===== src/rtl/rv32e_spi_pkg.sv =====
// rtl/rv32e_spi_pkg.sv - shared types and constants for the SPI memory arbiter
package rv32e_spi_pkg;

  typedef enum logic [2:0] {IDLE, CMD, ADDR, DATA, DONE} state_e;
  typedef enum logic {REQ_FETCH, REQ_DATA} req_e;

  localparam logic [1:0] SZ_B = 2'd0;
  localparam logic [1:0] SZ_H = 2'd1;
  localparam logic [1:0] SZ_W = 2'd2;

  localparam logic [7:0] OP_READ  = 8'h03;
  localparam logic [7:0] OP_WRITE = 8'h02;

  function automatic logic [5:0] size_bits(input logic [1:0] size);
    case (size)
      SZ_B:    return 6'd8;
      SZ_H:    return 6'd16;
      default: return 6'd32;
    endcase
  endfunction

  function automatic logic [31:0] swap_bytes(input logic [31:0] w);
    return {w[7:0], w[15:8], w[23:16], w[31:24]};
  endfunction

endpackage


===== src/rtl/spi_shift_engine.sv =====
// rtl/spi_shift_engine.sv - two-phase SPI bit clock with a 32-bit shift register
module spi_shift_engine (
  input  logic        clk,
  input  logic        rst_n,
  input  logic        load,
  input  logic        start,
  input  logic [31:0] tx_word,
  input  logic [5:0]  nbits,
  input  logic        miso,
  output logic        sclk,
  output logic        mosi,
  output logic        bit_done,
  output logic        phase_done,
  output logic [31:0] rx_word
);

  logic [31:0] sh;
  logic [4:0]  cnt;
  logic [4:0]  last;
  logic        hi;
  logic        run;

  assign sclk       = run & hi;
  assign mosi       = run & sh[31];
  assign bit_done   = run & hi;
  assign phase_done = run && (cnt == last);
  // Includes the bit being sampled on this edge so the caller can grab it directly.
  assign rx_word    = {sh[30:0], miso};

  always_ff @(posedge clk or negedge rst_n) begin
    if (!rst_n) begin
      sh   <= '0;
      cnt  <= '0;
      last <= '0;
      hi   <= 1'b0;
      run  <= 1'b0;
    end else begin
      if (load)
        sh <= tx_word;
      else if (bit_done)
        sh <= {sh[30:0], miso};

      if (start) begin
        cnt  <= '0;
        last <= 5'(nbits - 6'd1);
        hi   <= 1'b0;
        run  <= 1'b1;
      end else if (run) begin
        hi <= ~hi;
        if (hi) begin
          if (cnt == last) begin
            cnt <= '0;
            run <= 1'b0;
          end else begin
            cnt <= cnt + 5'd1;
          end
        end
      end
    end
  end

endmodule


===== src/rtl/spi_mem_arbiter.sv =====
// rtl/spi_mem_arbiter.sv - round-robin fetch/data arbiter sequencing SPI flash and RAM transactions
module spi_mem_arbiter
  import rv32e_spi_pkg::*;
#(
  parameter int         ADDR_W    = 25,
  parameter logic [7:0] CMD_READ  = OP_READ,
  parameter logic [7:0] CMD_WRITE = OP_WRITE
) (
  input  logic              clk,
  input  logic              rst_n,
  input  logic              fetch_req,
  input  logic [ADDR_W-1:0] fetch_addr,
  output logic              fetch_done,
  output logic [31:0]       fetch_rdata,
  input  logic              data_req,
  input  logic              data_we,
  input  logic [1:0]        data_size,
  input  logic [ADDR_W-1:0] data_addr,
  input  logic [31:0]       data_wdata,
  output logic              data_done,
  output logic [31:0]       data_rdata,
  output logic              spi_sclk,
  output logic              spi_mosi,
  input  logic              spi_miso,
  output logic              spi_cs1_n,
  output logic              spi_cs2_n,
  output logic              busy
);

  state_e            state, state_n;
  req_e              last_grant, gnt, pick, done_gnt;
  logic [23:0]       addr_q;
  logic              we_q;
  logic [5:0]        dbits_q;
  logic [31:0]       wdata_q;
  logic [ADDR_W-1:0] sel_addr;
  logic              sel_we, sel_ram, accept;
  logic [5:0]        sel_bits;
  logic              eng_load, bit_done, phase_done, phase_end;
  logic [31:0]       eng_tx, rx_word, rd_word, done_rdata;
  logic [5:0]        eng_nbits;

  spi_shift_engine u_engine (
    .clk        (clk),
    .rst_n      (rst_n),
    .load       (eng_load),
    .start      (eng_load),
    .tx_word    (eng_tx),
    .nbits      (eng_nbits),
    .miso       (spi_miso),
    .sclk       (spi_sclk),
    .mosi       (spi_mosi),
    .bit_done   (bit_done),
    .phase_done (phase_done),
    .rx_word    (rx_word)
  );

  assign phase_end = bit_done & phase_done;
  assign busy      = (state != IDLE);

  always_comb begin
    pick = REQ_DATA;
    if (fetch_req && data_req)
      pick = (last_grant == REQ_FETCH) ? REQ_DATA : REQ_FETCH;
    else if (fetch_req)
      pick = REQ_FETCH;
  end

  assign sel_addr = (pick == REQ_FETCH) ? fetch_addr : data_addr;
  assign sel_we   = (pick == REQ_DATA) && data_we;
  assign sel_ram  = sel_addr[ADDR_W-1];
  assign sel_bits = (pick == REQ_FETCH) ? 6'd32 : size_bits(data_size);
  assign done_gnt = accept ? pick : gnt;

  // Received bytes arrive byte0-first in the low 8N bits; left-align then swap to little-endian.
  assign rd_word    = swap_bytes(rx_word << (6'd32 - dbits_q));
  assign done_rdata = (state == DATA && !we_q) ? rd_word : 32'h0;

  always_ff @(posedge clk or negedge rst_n) begin
    if (!rst_n) state <= IDLE;
    else        state <= state_n;
  end

  always_comb begin
    state_n   = state;
    accept    = 1'b0;
    eng_load  = 1'b0;
    eng_tx    = '0;
    eng_nbits = '0;
    case (state)
      IDLE: if (fetch_req || data_req) begin
        accept = 1'b1;
        if (sel_we && !sel_ram) begin
          state_n = DONE;
        end else begin
          state_n   = CMD;
          eng_load  = 1'b1;
          eng_tx    = {sel_we ? CMD_WRITE : CMD_READ, 24'h0};
          eng_nbits = 6'd8;
        end
      end
      CMD: if (phase_end) begin
        state_n   = ADDR;
        eng_load  = 1'b1;
        eng_tx    = {addr_q, 8'h00};
        eng_nbits = 6'd24;
      end
      ADDR: if (phase_end) begin
        state_n   = DATA;
        eng_load  = 1'b1;
        eng_tx    = we_q ? swap_bytes(wdata_q) : 32'h0;
        eng_nbits = dbits_q;
      end
      DATA:    if (phase_end) state_n = DONE;
      DONE:    state_n = IDLE;
      default: state_n = IDLE;
    endcase
  end

  always_ff @(posedge clk or negedge rst_n) begin
    if (!rst_n) begin
      last_grant  <= REQ_DATA;
      gnt         <= REQ_DATA;
      addr_q      <= '0;
      we_q        <= 1'b0;
      dbits_q     <= '0;
      wdata_q     <= '0;
      spi_cs1_n   <= 1'b1;
      spi_cs2_n   <= 1'b1;
      fetch_done  <= 1'b0;
      data_done   <= 1'b0;
      fetch_rdata <= '0;
      data_rdata  <= '0;
    end else begin
      fetch_done <= 1'b0;
      data_done  <= 1'b0;
      if (accept) begin
        last_grant <= pick;
        gnt        <= pick;
        addr_q     <= sel_addr[23:0];
        we_q       <= sel_we;
        dbits_q    <= sel_bits;
        wdata_q    <= data_wdata;
        if (state_n == CMD) begin
          spi_cs1_n <= sel_ram;
          spi_cs2_n <= !sel_ram;
        end
      end
      if (state == DATA && phase_end) begin
        spi_cs1_n <= 1'b1;
        spi_cs2_n <= 1'b1;
      end
      if (state_n == DONE && state != DONE) begin
        if (done_gnt == REQ_FETCH) begin
          fetch_done  <= 1'b1;
          fetch_rdata <= done_rdata;
        end else begin
          data_done  <= 1'b1;
          data_rdata <= done_rdata;
        end
      end
    end
  end

endmodule


===== config.mk =====
export PLATFORM = sky130hd
export DESIGN_NAME = spi_mem_arbiter
export DESIGN_NICKNAME = d
export VERILOG_FILES = /design/src/rtl/rv32e_spi_pkg.sv /design/src/rtl/spi_shift_engine.sv /design/src/rtl/spi_mem_arbiter.sv
export SDC_FILE = /design/constraint.sdc
export NUM_CORES = 1
export LEC_CHECK = 0
export CELL_PAD_IN_SITES_DETAIL_PLACEMENT = 2
export CELL_PAD_IN_SITES_GLOBAL_PLACEMENT = 2
export CORE_MARGIN = 8
export CORE_UTILIZATION = 30
export CTS_CLUSTER_SIZE = 24
export DETAILED_ROUTE_END_ITERATION = 8
export PLACE_DENSITY = 0.76
export SLEW_MARGIN = 20
export SYNTH_ARGS = -nofsm -noshare
export SYNTH_HDL_FRONTEND = slang
export SYNTH_SLANG_ARGS = --single-unit

===== constraint.sdc =====
create_clock -name clk -period 2.8 [get_ports clk]
set_input_delay 0.42 -clock clk [delete_from_list [all_inputs] [get_ports clk]]
set_output_delay 0.42 -clock clk [all_outputs]
set_load 0.05 [all_outputs]

==> qor.csv, run 1 <==
stage;metric;value;unit
run_status;status;complete, but fails checks;
run_status;violations;negative hold slack;
synth;syn_avg_cell_area;10.5;um^2
pwr;p_total;10.1;mW
floorplan;floorplan.die_area;32500;um^2
routing;wl_per_cell;20.9;um
synth;ys_top_cells_by_area;dfrtp_1, nand2_1, mux2_4;
place;numPortBuffers;160;
floorplan;start_util;30.3;%
timing;min_period;2.71;ns
synth;synth_ff_type;dfrtp_1;
timing;fin_tns_setup;0;ns
synth;synthCells;773;
cts;cts_setup_buffers;0;
routing;ant_nets;0;
floorplan;coreArea;26700;um^2
synth;async_flop_share;100;%
floorplan;rows;60;
timing;rsz0062_at_grt;no;
worst_setup_path;crit_chain;or4_4, a211o_1, or4_4, a21boi_4, buf_12, mux2_2;
min_path;hp-class;in -> async;
worst_setup_path;path_depth;6;
worst_setup_path;cpLargestDelayFamily;simple AND/OR/NAND/NOR gates;
routing;first_iter_violations;374;
routing;via_count;6449;
worst_setup_path;crit_type;reg -> reg;
grt;grt_pass1_vias;7379;
worst_setup_path;cp_common_cell;or4_4;
cts;ctsHoldBuffers;0;
synth;synth_area;8100;um^2
synth;ys_seq_area_share;54.1;%
cts;clkTransAtPathRegs;0.07;ns
routing;vias_per_cell;5.02;
cells_and_area;drive_gt1_share;14.5;%
synth;synth.distinct_cells;49;
timing;period_share;96.8;%
synth;synth_warnings;0;
worst_setup_path;endpoint_kind;register;
cells_and_area;antenna_cells;0;
cts;clk_path_buf_depth;2;
worst_setup_path;crit_required;3.11;ns
synth;ys_ff_latch;175;
pwr;powerDensity;944;nW/um^2
timing;tightest_slew;0.733;ns
routing;dr.pass1.iters;4;
worst_setup_path;crit_slowest_cell;or4_4;
floorplan;die_x;180;um
timing;hold_violations;4;
cts;htree_levels;4;
place;gp_congestion;0.785;
worst_setup_path;critPathMaxFanout;33;
timing;drv_slew;0;
flow_run;maxCapViolations;0;
worst_setup_path;crit_buf_inv;1;
worst_setup_path;reg2regPathDepth;6;
timing;fmax;369;MHz
timing;slew_headroom;51.1;%
routing;drt-total-wl;26.8;mm
pwr;power_leakage;4.69;nW
floorplan;io-pin-count;161;
timing;hold_slack;-0.00554;ns
floorplan;die_y;180;um
cells_and_area;layout.nets;1023;
cts;cts_buffers;17;
grt;gr-total-overflow;0;
grt;grt_max_degree;75;
worst_setup_path;cp.arrival;3.02;ns
routing;route.detailed.drc;0;
worst_setup_path;start_kind;register;
timing;setup_violations;0;
grt;antenna_found_initial;1;
timing;clock_skew;0.0123;ns
cells_and_area;syn_to_final_growth;32.7;%
worst_setup_path;cpPeakStageDelay;0.54;ns
pwr;peakVddDrop;0.426;mV
cts;cts_num_sinks;175;
synth;synth_top_area_cell;dfrtp_1;
cts;tritoncts;yes;
cts;clk_latency;0.43;ns
synth;syn_nets;865;
cts;root_buffer;clkbuf_16;
synth;synth_edf_count;0;
grt;grt.total_usage;16.6;%
grt;grt_pass1_wl;43.0;mm
synth;yosysTopAreaCellShare;52.8;%
cts;cts-resized-gates;1;
place;place.detailed.hpwl;20.0;mm
-- cells by family after synthesis --
family          Yosys count  synth area share [%]
simple gates            282                  14.5
flops                   175                  54.1
compound gates          159                  13.4
mux                      90                  13.5
buf+inv                  59                  3.52
xor+xnor                  6                 0.648
fa+ha+maj                 2                 0.309
-- final timing paths --
| kind | startpoint | end | slack (ns) |
|---|---|---|---|
| max | u_engine.last[2] | data_rdata[2] | 0.09 |
| min | rst_n | fetch_done | -0.006 |
| max reg2reg | u_engine.last[2] | data_rdata[2] | 0.09 |
| min reg2reg | wdata_q[24] | wdata_q[24] | 0.48 |
| max in group asynchronous | rst_n | u_engine.sh[29] | 1.93 |
| min in group clk | wdata_q[24] | wdata_q[24] | 0.48 |
-- final cells by class --
class | instances | area (um^2)
repair buffers | 193 | 1910
fillers | 2832 | 16000
flip-flops and latches | 175 | 4380
multi-input cells | 539 | 3450
clock inverters | 13 | 130
inverters | 5 | 18.8
well taps | 341 | 427
clock buffers | 18 | 429
-- synthesized netlist by cell type, types with 4 or more instances --
cell type,number
nand2_1,177
or3_1,4
inv_1,5
a22oi_1,45
mux2_4,29
nor2_1,57
dfrtp_1,171
o22a_1,9
dfstp_2,4
or2_2,4
nand2b_1,4
mux2i_1,25
clkbuf_1,40
a21oi_1,12
o21ai_0,38
mux2_2,26
mux2_1,10
nor2b_1,11
xor2_1,4
a31oi_1,24
a211oi_1,17
and2_1,11
nand3_1,5
buf_1,5
-- through the flow --
stage	util (%)	std cells	instance area [um^2]	setup slack, ns
floorplan	-	773	8110	0.0579
global placement	38.1	1253	10200	0.0770
detailed placement	38.1	1253	10200	0.0126
CTS	40.2	1284	10800	0.0830
global route	40.2	1284	10800	0.0314
finish	40.2	1284	10800	0.0897
-- worst reg2reg max path, stage by stage, from the launching register on --
cell	delay [ns]
dfrtp_1	0.39
or4_4	0.54
a211o_1	0.32
or4_4	0.47
a21boi_4	0.20
buf_12	0.27
mux2_2	0.41
-- power by group --
part | total [mW] | leakage (nW) | internal (mW) | switching [mW]
sequential | 3.98 | 2.26 | 3.31 | 0.675
combinational | 3.84 | 2.16 | 1.51 | 2.33
clock | 2.33 | 0.271 | 1.24 | 1.08
total | 10.1 | 4.69 | 6.06 | 4.09
-- layer usage --
metal  track usage [%]  up-vias  wire [um]
met4              4.50        2        408
li1                  -     2992          -
met3              4.74       27       1440
met2              27.0      155      12500
met1              21.3     3273      12400
met5                 0        -         10
-- cells in the final DEF, fill, tap and decap left out, types with 3 or more instances in the layout --
master | netlist | final
nand2b_1 | 4 | 4
and2_1 | 11 | 11
xor2_1 | 4 | 4
mux2_1 | 10 | 10
nor2_1 | 57 | 55
nor2b_1 | 11 | 11
dfstp_2 | 4 | 4
nor3_1 | 3 | 3
a211oi_1 | 17 | 17
buf_4 | 3 | 29
a21oi_1 | 12 | 12
a22oi_1 | 45 | 45
clkdlybuf4s50_1 | 0 | 158
mux2_2 | 26 | 26
nand2_1 | 177 | 177
nand3_1 | 5 | 5
inv_1 | 5 | 5
mux2i_1 | 25 | 25
clkbuf_16 | 0 | 17
buf_12 | 3 | 5
or2_2 | 4 | 4
dfrtp_1 | 171 | 171
a31oi_1 | 24 | 24
mux2_4 | 29 | 29
o21ai_0 | 38 | 38
or3_1 | 4 | 4
inv_6 | 0 | 4
o22a_1 | 9 | 9
-- flip-flops by register name, indices dropped and copies added (netlist names), 3 cells and up --
signal and flops:
data_rdata 32, fetch_rdata 32, u_engine.sh 32, wdata_q 32, addr_q 24, u_engine.cnt 5
dbits_q 3, state 3, u_engine.last 3
Power figures use the tool's default switching activity.
==> run 2: changes to the inputs <==
- PLACE_DENSITY: 0.76 -> 0.79
- RECOVER_POWER: unset -> 25
==> qor.csv, run 2 (synthesis results as in run 1) <==
stage;metric;value;unit;change
worst_setup_path;cp_common_cell;or4_4;;
grt;grt_pass1_vias;7338;;-0.56%
timing;hold_slack;0.475;ns;+0.480 ns
timing;rsz0062_at_grt;no;;
cts;tritoncts;yes;;
pwr;peakVddDrop;0.460;mV;+7.9%
worst_setup_path;crit_slowest_cell;or4_4;;
worst_setup_path;endpoint_kind;register;;
cells_and_area;layout.nets;1026;;+0.29%
grt;grt.total_usage;16.9;%;+0.27 points
place;numPortBuffers;160;;unchanged
timing;clock_skew;0.0122;ns;-0.0000177 ns
worst_setup_path;start_kind;register;;
routing;first_iter_violations;411;;+9.9%
worst_setup_path;cp.arrival;3.03;ns;about the same
cts;root_buffer;clkbuf_16;;
routing;via_count;6508;;+0.91%
worst_setup_path;reg2reg_slack;0.08;ns;about the same
routing;drt-total-wl;27.0;mm;+0.73%
cts;clk_path_buf_depth;2;;unchanged
timing;hold_violations;0;;-4
cells_and_area;final_cell_mix;nand2_1, dfrtp_1, clkdlybuf4s50_1, nor2_1, a22oi_1;;
grt;grt_max_degree;85;;+13%
worst_setup_path;crit_chain;or4_4, a211o_1, or4_4, a21boi_4, buf_12, buf_16, mux2_4;;
pwr;power_leakage;4.72;nW;+0.73%
timing;fin_tns_setup;0;ns;unchanged
cells_and_area;syn_to_final_growth;33.8;%;
cells_and_area;layout_commonest_cell;nand2_1;;
flow_run;maxCapViolations;1;;+1
floorplan;start_util;30.3;%;unchanged
timing;tightest_slew;1.70;ns;+0.970 ns
timing;min_period;2.72;ns;+0.00944 ns
worst_setup_path;cpPeakStageDelay;0.54;ns;about the same
routing;wl_per_cell;20.9;um;+0.34%
cts;clkTransAtPathRegs;0.07;ns;about the same
cts;cts_num_sinks;175;;unchanged
routing;route.detailed.drc;0;;unchanged
grt;antenna_found_initial;3;;+2
timing;drv_slew;65;;+65
run_status;status;complete, but fails checks;;
worst_setup_path;cpLargestDelayFamily;simple AND/OR/NAND/NOR gates;;
floorplan;io-pin-count;161;;unchanged
cts;htree_levels;4;;unchanged
timing;fmax;368;MHz;-0.35%
grt;gr-total-overflow;0;;unchanged
worst_setup_path;critPathMaxFanout;16;;-52%
min_path;hp-class;reg -> reg;;
cells_and_area;drive_gt1_share;14.7;%;+0.15 points
worst_setup_path;reg2regPathDepth;7;;+1
floorplan;coreArea;26700;um^2;unchanged
worst_setup_path;path_depth;7;;+1
cells_and_area;nFillCells;2828;;-0.14%
worst_setup_path;crit_buf_inv;2;;+1
floorplan;floorplan.die_area;32500;um^2;unchanged
min_path;min-delay-start;wdata_q[20];;
worst_setup_path;crit_required;3.11;ns;about the same
cts;cts_buffers;17;;unchanged
floorplan;rows;60;;unchanged
worst_setup_path;crit-reg2reg-launch;u_engine.last[2];;
timing;setup_violations;0;;unchanged
floorplan;die_x;180;um;unchanged
timing;slew_headroom;-13.6;%;-65 points
timing;period_share;97.1;%;+0.34 points
run_status;violations;max-capacitance violations, max-slew violations;;
routing;vias_per_cell;5.05;;+0.52%
cts;clk_latency;0.43;ns;about the same
floorplan;die_y;180;um;unchanged
worst_setup_path;timing.rr.end;data_rdata[24];;
worst_setup_path;endpoint;data_rdata[24];;
place;place.detailed.hpwl;19.8;mm;-0.83%
worst_setup_path;crit_type;reg -> reg;;
grt;grt_pass1_wl;43.4;mm;+0.77%
worst_setup_path;worstSetupStartpoint;u_engine.last[2];;
routing;ant_nets;0;;unchanged
place;gp_congestion;0.778;;-0.90%
routing;dr.pass1.iters;4;;unchanged
pwr;powerDensity;957;nW/um^2;+1.4%
-- run 2: cell type report --
class / count / area (um^2) / area share, %
sequential: 175 / 4380 / 40.4
multi-input combinational: 539 / 3450 / 31.9
tap: 341 / 427 / 3.94
clock buffer: 19 / 433 / 3.99
inverter: 5 / 18.8 / 0.173
timing repair buffer: 196 / 1930 / 17.8
antenna: 1 / 2.50 / 0.0231
clock inverter: 13 / 188 / 1.73
-- run 2: layer usage --
| metal | vias to the layer above | track usage [%] | share of wire, % |
|---|---|---|---|
| li1 | 3019 | - | - |
| met1 | 3288 | 21.6 | 46 |
| met2 | 165 | 27.6 | 47 |
| met3 | 30 | 4.94 | 5.5 |
| met4 | 6 | 4.10 | 1.2 |
| met5 | - | 0 | 0.11 |
-- run 2: metrics by stage --
step	setup WS, ns	utilization (%)	instances	area [um^2]	total power, mW
floorplan	0.0579	-	773	8110	6.37
global placement	0.0716	38.0	1253	10200	7.66
detailed placement	-0.0132	38.0	1253	10200	7.87
CTS	0.0167	40.5	1287	10800	10.5
global route	0.0272	40.6	1288	10800	11.0
finish	0.0802	40.6	1289	10800	10.4
-- run 2: worst register-to-register path, delay by kind of cell (launching register included) --
family / cells / cell delay (ns)
AND/OR/NAND/NOR: 2 / 1.03
AO/OA/AOI/OAI: 2 / 0.55
flip-flops: 1 / 0.40
multiplexers: 1 / 0.32
buffers and inverters: 2 / 0.31
-- run 2: how the worst min path moves through the flow --
stage / end / depth (start not counted)
floorplan: addr_q[0] / 0
global placement: data_done / 1
detailed placement: fetch_done / 1
CTS: wdata_q[15] / 2
global route: wdata_q[20] / 2
finish: wdata_q[20] / 2
-- run 2: repair_timing --
action / 4_1_cts / 5_1_grt
buffers inserted: 0 / 1
cloned: 1 / 0
resized for setup: 2 / 0
hold buffers: 1 / 0
endpoints found under the hold margin: 4 / 0
pin swaps: 0 / 1
endpoints found under the setup margin: 5 / 3
-- run 2: power breakdown --
part           leakage [nW]  internal, mW  switching [mW]  total (mW)
registers              2.26          3.31           0.673        3.98
logic                  2.17          1.50            2.35        3.86
clock network         0.294          1.50            1.04        2.54
total                  4.72          6.31            4.06        10.4
==> run 3: changes to the inputs <==
- CORE_ASPECT_RATIO: unset -> 2
==> qor.csv, run 3 (synthesis results as in run 1) <==
stage;metric;value;unit;change
cts;cts_num_sinks;175;;unchanged
timing;min_period;2.70;ns;-0.0194 ns
worst_setup_path;crit_required;3.13;ns;+0.02 ns
worst_setup_path;endpoint;data_rdata[1];;
cells_and_area;stdcell_area;10800;um^2;-0.67%
worst_setup_path;crit_chain;or4_4, a211o_1, or4_4, a21boi_4, buf_12, mux2_2;;
cts;clkTransAtPathRegs;0.07;ns;about the same
worst_setup_path;start_kind;register;;
cells_and_area;nFillCells;2882;;+1.9%
worst_setup_path;cp.arrival;3.03;ns;about the same
routing;drt-total-wl;26.4;mm;-2.0%
cts;root_buffer;clkbuf_16;;
floorplan;start_util;30.2;%;-0.085 points
cells_and_area;drive_gt1_share;14.0;%;-0.68 points
worst_setup_path;cp_common_cell;or4_4;;
worst_setup_path;crit_slowest_cell;or4_4;;
place;place.detailed.hpwl;20.3;mm;+2.4%
floorplan;floorplan.die_area;32800;um^2;+0.98%
pwr;p_total;10.0;mW;-3.4%
grt;gr-total-overflow;0;;unchanged
timing;setup_violations;0;;unchanged
place;place_area;10200;um^2;+0.43%
grt;antenna_found_initial;0;;-3
worst_setup_path;crit-reg2reg-launch;u_engine.last[2];;
cells_and_area;final_util;40.2;%;-0.38 points
timing;rsz0062_at_grt;no;;
routing;vias_per_cell;4.96;;-1.7%
worst_setup_path;path_depth;6;;-1
pwr;power_leakage;4.68;nW;-0.91%
timing;period_share;96.4;%;-0.69 points
worst_setup_path;critPathMaxFanout;17;;+1
timing;hold_slack;0.474;ns;-0.000832 ns
timing;slew_headroom;-24.9;%;-11 points
cts;clk_path_buf_depth;2;;unchanged
worst_setup_path;reg2regPathDepth;6;;-1
flow_run;maxCapViolations;1;;unchanged
cts;cts_buffers;17;;unchanged
min_path;hp-class;reg -> reg;;
cells_and_area;layout_commonest_cell;nand2_1;;
worst_setup_path;worstSetupStartpoint;u_engine.last[2];;
worst_setup_path;reg2reg_slack;0.1;ns;+0.02 ns
run_status;violations;max-capacitance violations, max-slew violations;;
timing;fmax;370;MHz;+0.72%
cts;htree_levels;4;;unchanged
routing;route.detailed.drc;0;;unchanged
floorplan;io-pin-count;161;;unchanged
run_status;status;complete, but fails checks;;
cells_and_area;final_cell_mix;nand2_1, dfrtp_1, clkdlybuf4s50_1, nor2_1, a22oi_1;;
routing;ant_nets;0;;unchanged
floorplan;die_x;132;um;-27%
cells_and_area;antenna_cells;0;;-1
worst_setup_path;endpoint_kind;register;;
place;dpl_worst_slack;-0.0629;ns;-0.0498 ns
place;gp_congestion;0.786;;+1.1%
place;numPortBuffers;160;;unchanged
worst_setup_path;cpPeakStageDelay;0.58;ns;+0.04 ns
worst_setup_path;crit_buf_inv;1;;-1
cells_and_area;regArea;4380;um^2;unchanged
floorplan;die_y;248;um;+38%
timing;tightest_slew;1.87;ns;+0.170 ns
floorplan;rows;85;;+42%
timing;drv_slew;38;;-42%
routing;dr.pass1.iters;4;;unchanged
grt;grt.total_usage;16.7;%;-0.10 points
worst_setup_path;crit_type;reg -> reg;;
pwr;powerDensity;930;nW/um^2;-2.8%
grt;grt_pass1_vias;7444;;+1.4%
routing;via_count;6405;;-1.6%
routing;first_iter_violations;174;;-58%
pwr;peakVddDrop;0.495;mV;+7.7%
cts;clk_latency;0.44;ns;about the same
timing;clock_skew;0.00737;ns;-0.00488 ns
grt;grt_max_degree;82;;-3.5%
grt;grt_pass1_wl;42.8;mm;-1.4%
worst_setup_path;cpLargestDelayFamily;simple AND/OR/NAND/NOR gates;;
timing;hold_violations;0;;unchanged
floorplan;coreArea;26800;um^2;+0.28%
cells_and_area;syn_to_final_growth;32.9;%;
worst_setup_path;timing.rr.end;data_rdata[1];;
timing;worst_slack;0.0996;ns;+0.0194 ns
cts;tritoncts;yes;;
routing;wl_per_cell;20.5;um;-2.2%
cells_and_area;multi_input_area;3450;um^2;unchanged
cells_and_area;layout.nets;1023;;-0.29%
## run 3: cell types whose count changed in the layout (fill, tap and decap cells not counted), moves of 2 or more
| cell | before | now |
|---|---|---|
| clkbuf_8 | 0 | 2 |
| buf_12 | 4 | 8 |
| clkbuf_2 | 2 | 0 |
| clkbuf_1 | 2 | 4 |
| bufinv_16 | 4 | 0 |
| buf_4 | 30 | 25 |
## run 3: how the worst min path moves through the flow
| stage | startpoint | endpoint | slack [ns] | depth (start not counted) |
|---|---|---|---|---|
| 6_report | wdata_q[3] | wdata_q[3] | 0.47 | 2 |
| 5_1_grt | data_wdata[14] | wdata_q[14] | 0.49 | 3 |
| 4_1_cts | rst_n | addr_q[17] | 0.44 | 2 |
| 3_5_place_dp | rst_n | addr_q[17] | 0.36 | 1 |
| 3_3_place_gp | rst_n | addr_q[23] | 0.35 | 1 |
| 2_1_floorplan | rst_n | addr_q[0] | 0.12 | 0 |
## run 3: what timing repair did
action	in CTS	in global routing
setup endpoints to repair	61	15
gates resized for setup	2	0
pin swaps	1	2
setup buffers	1	0
hold endpoints to repair	34	0
gates cloned	1	0
hold buffers	1	0
## run 3: cell type report
| type | count | share of cell area, % |
|---|---|---|
| Tap cell | 348 | 4.04 |
| Clock buffer | 23 | 4.35 |
| Timing Repair Buffer | 193 | 18.1 |
| Clock inverter | 8 | 0.558 |
| Inverter | 5 | 0.174 |
| Multi-Input combinational cell | 539 | 32.1 |
| Sequential cell | 175 | 40.7 |
## run 3: per-stage QoR
step | cells | setup TNS [ns]
after global routing | 1291 | 0
after detailed placement | 1258 | -1.21
final | 1291 | 0
after CTS | 1292 | 0
after global placement | 1258 | 0
after floorplan | 773 | 0
## run 3: layer usage
layer | up-vias | wire length, um | part of all wire (%) | global-route usage, %
li1 | 2996 | - | - | -
met1 | 3249 | 9430 | 36 | 16.3
met2 | 130 | 15600 | 59 | 33.2
met3 | 30 | 889 | 3.4 | 3.61
met4 | 0 | 546 | 2.1 | 6.20
met5 | - | 0 | 0 | 0
## run 3: worst register-to-register path, stage by stage (launching register included)
cell      delay, ns
dfrtp_1        0.40
or4_4          0.58
a211o_1        0.31
or4_4          0.48
a21boi_4       0.24
buf_12         0.21
mux2_2         0.37
## run 3: power breakdown
| group | internal, mW | switching [mW] |
|---|---|---|
| combinational | 1.57 | 2.31 |
| sequential | 3.31 | 0.634 |
| clock | 1.18 | 1.01 |
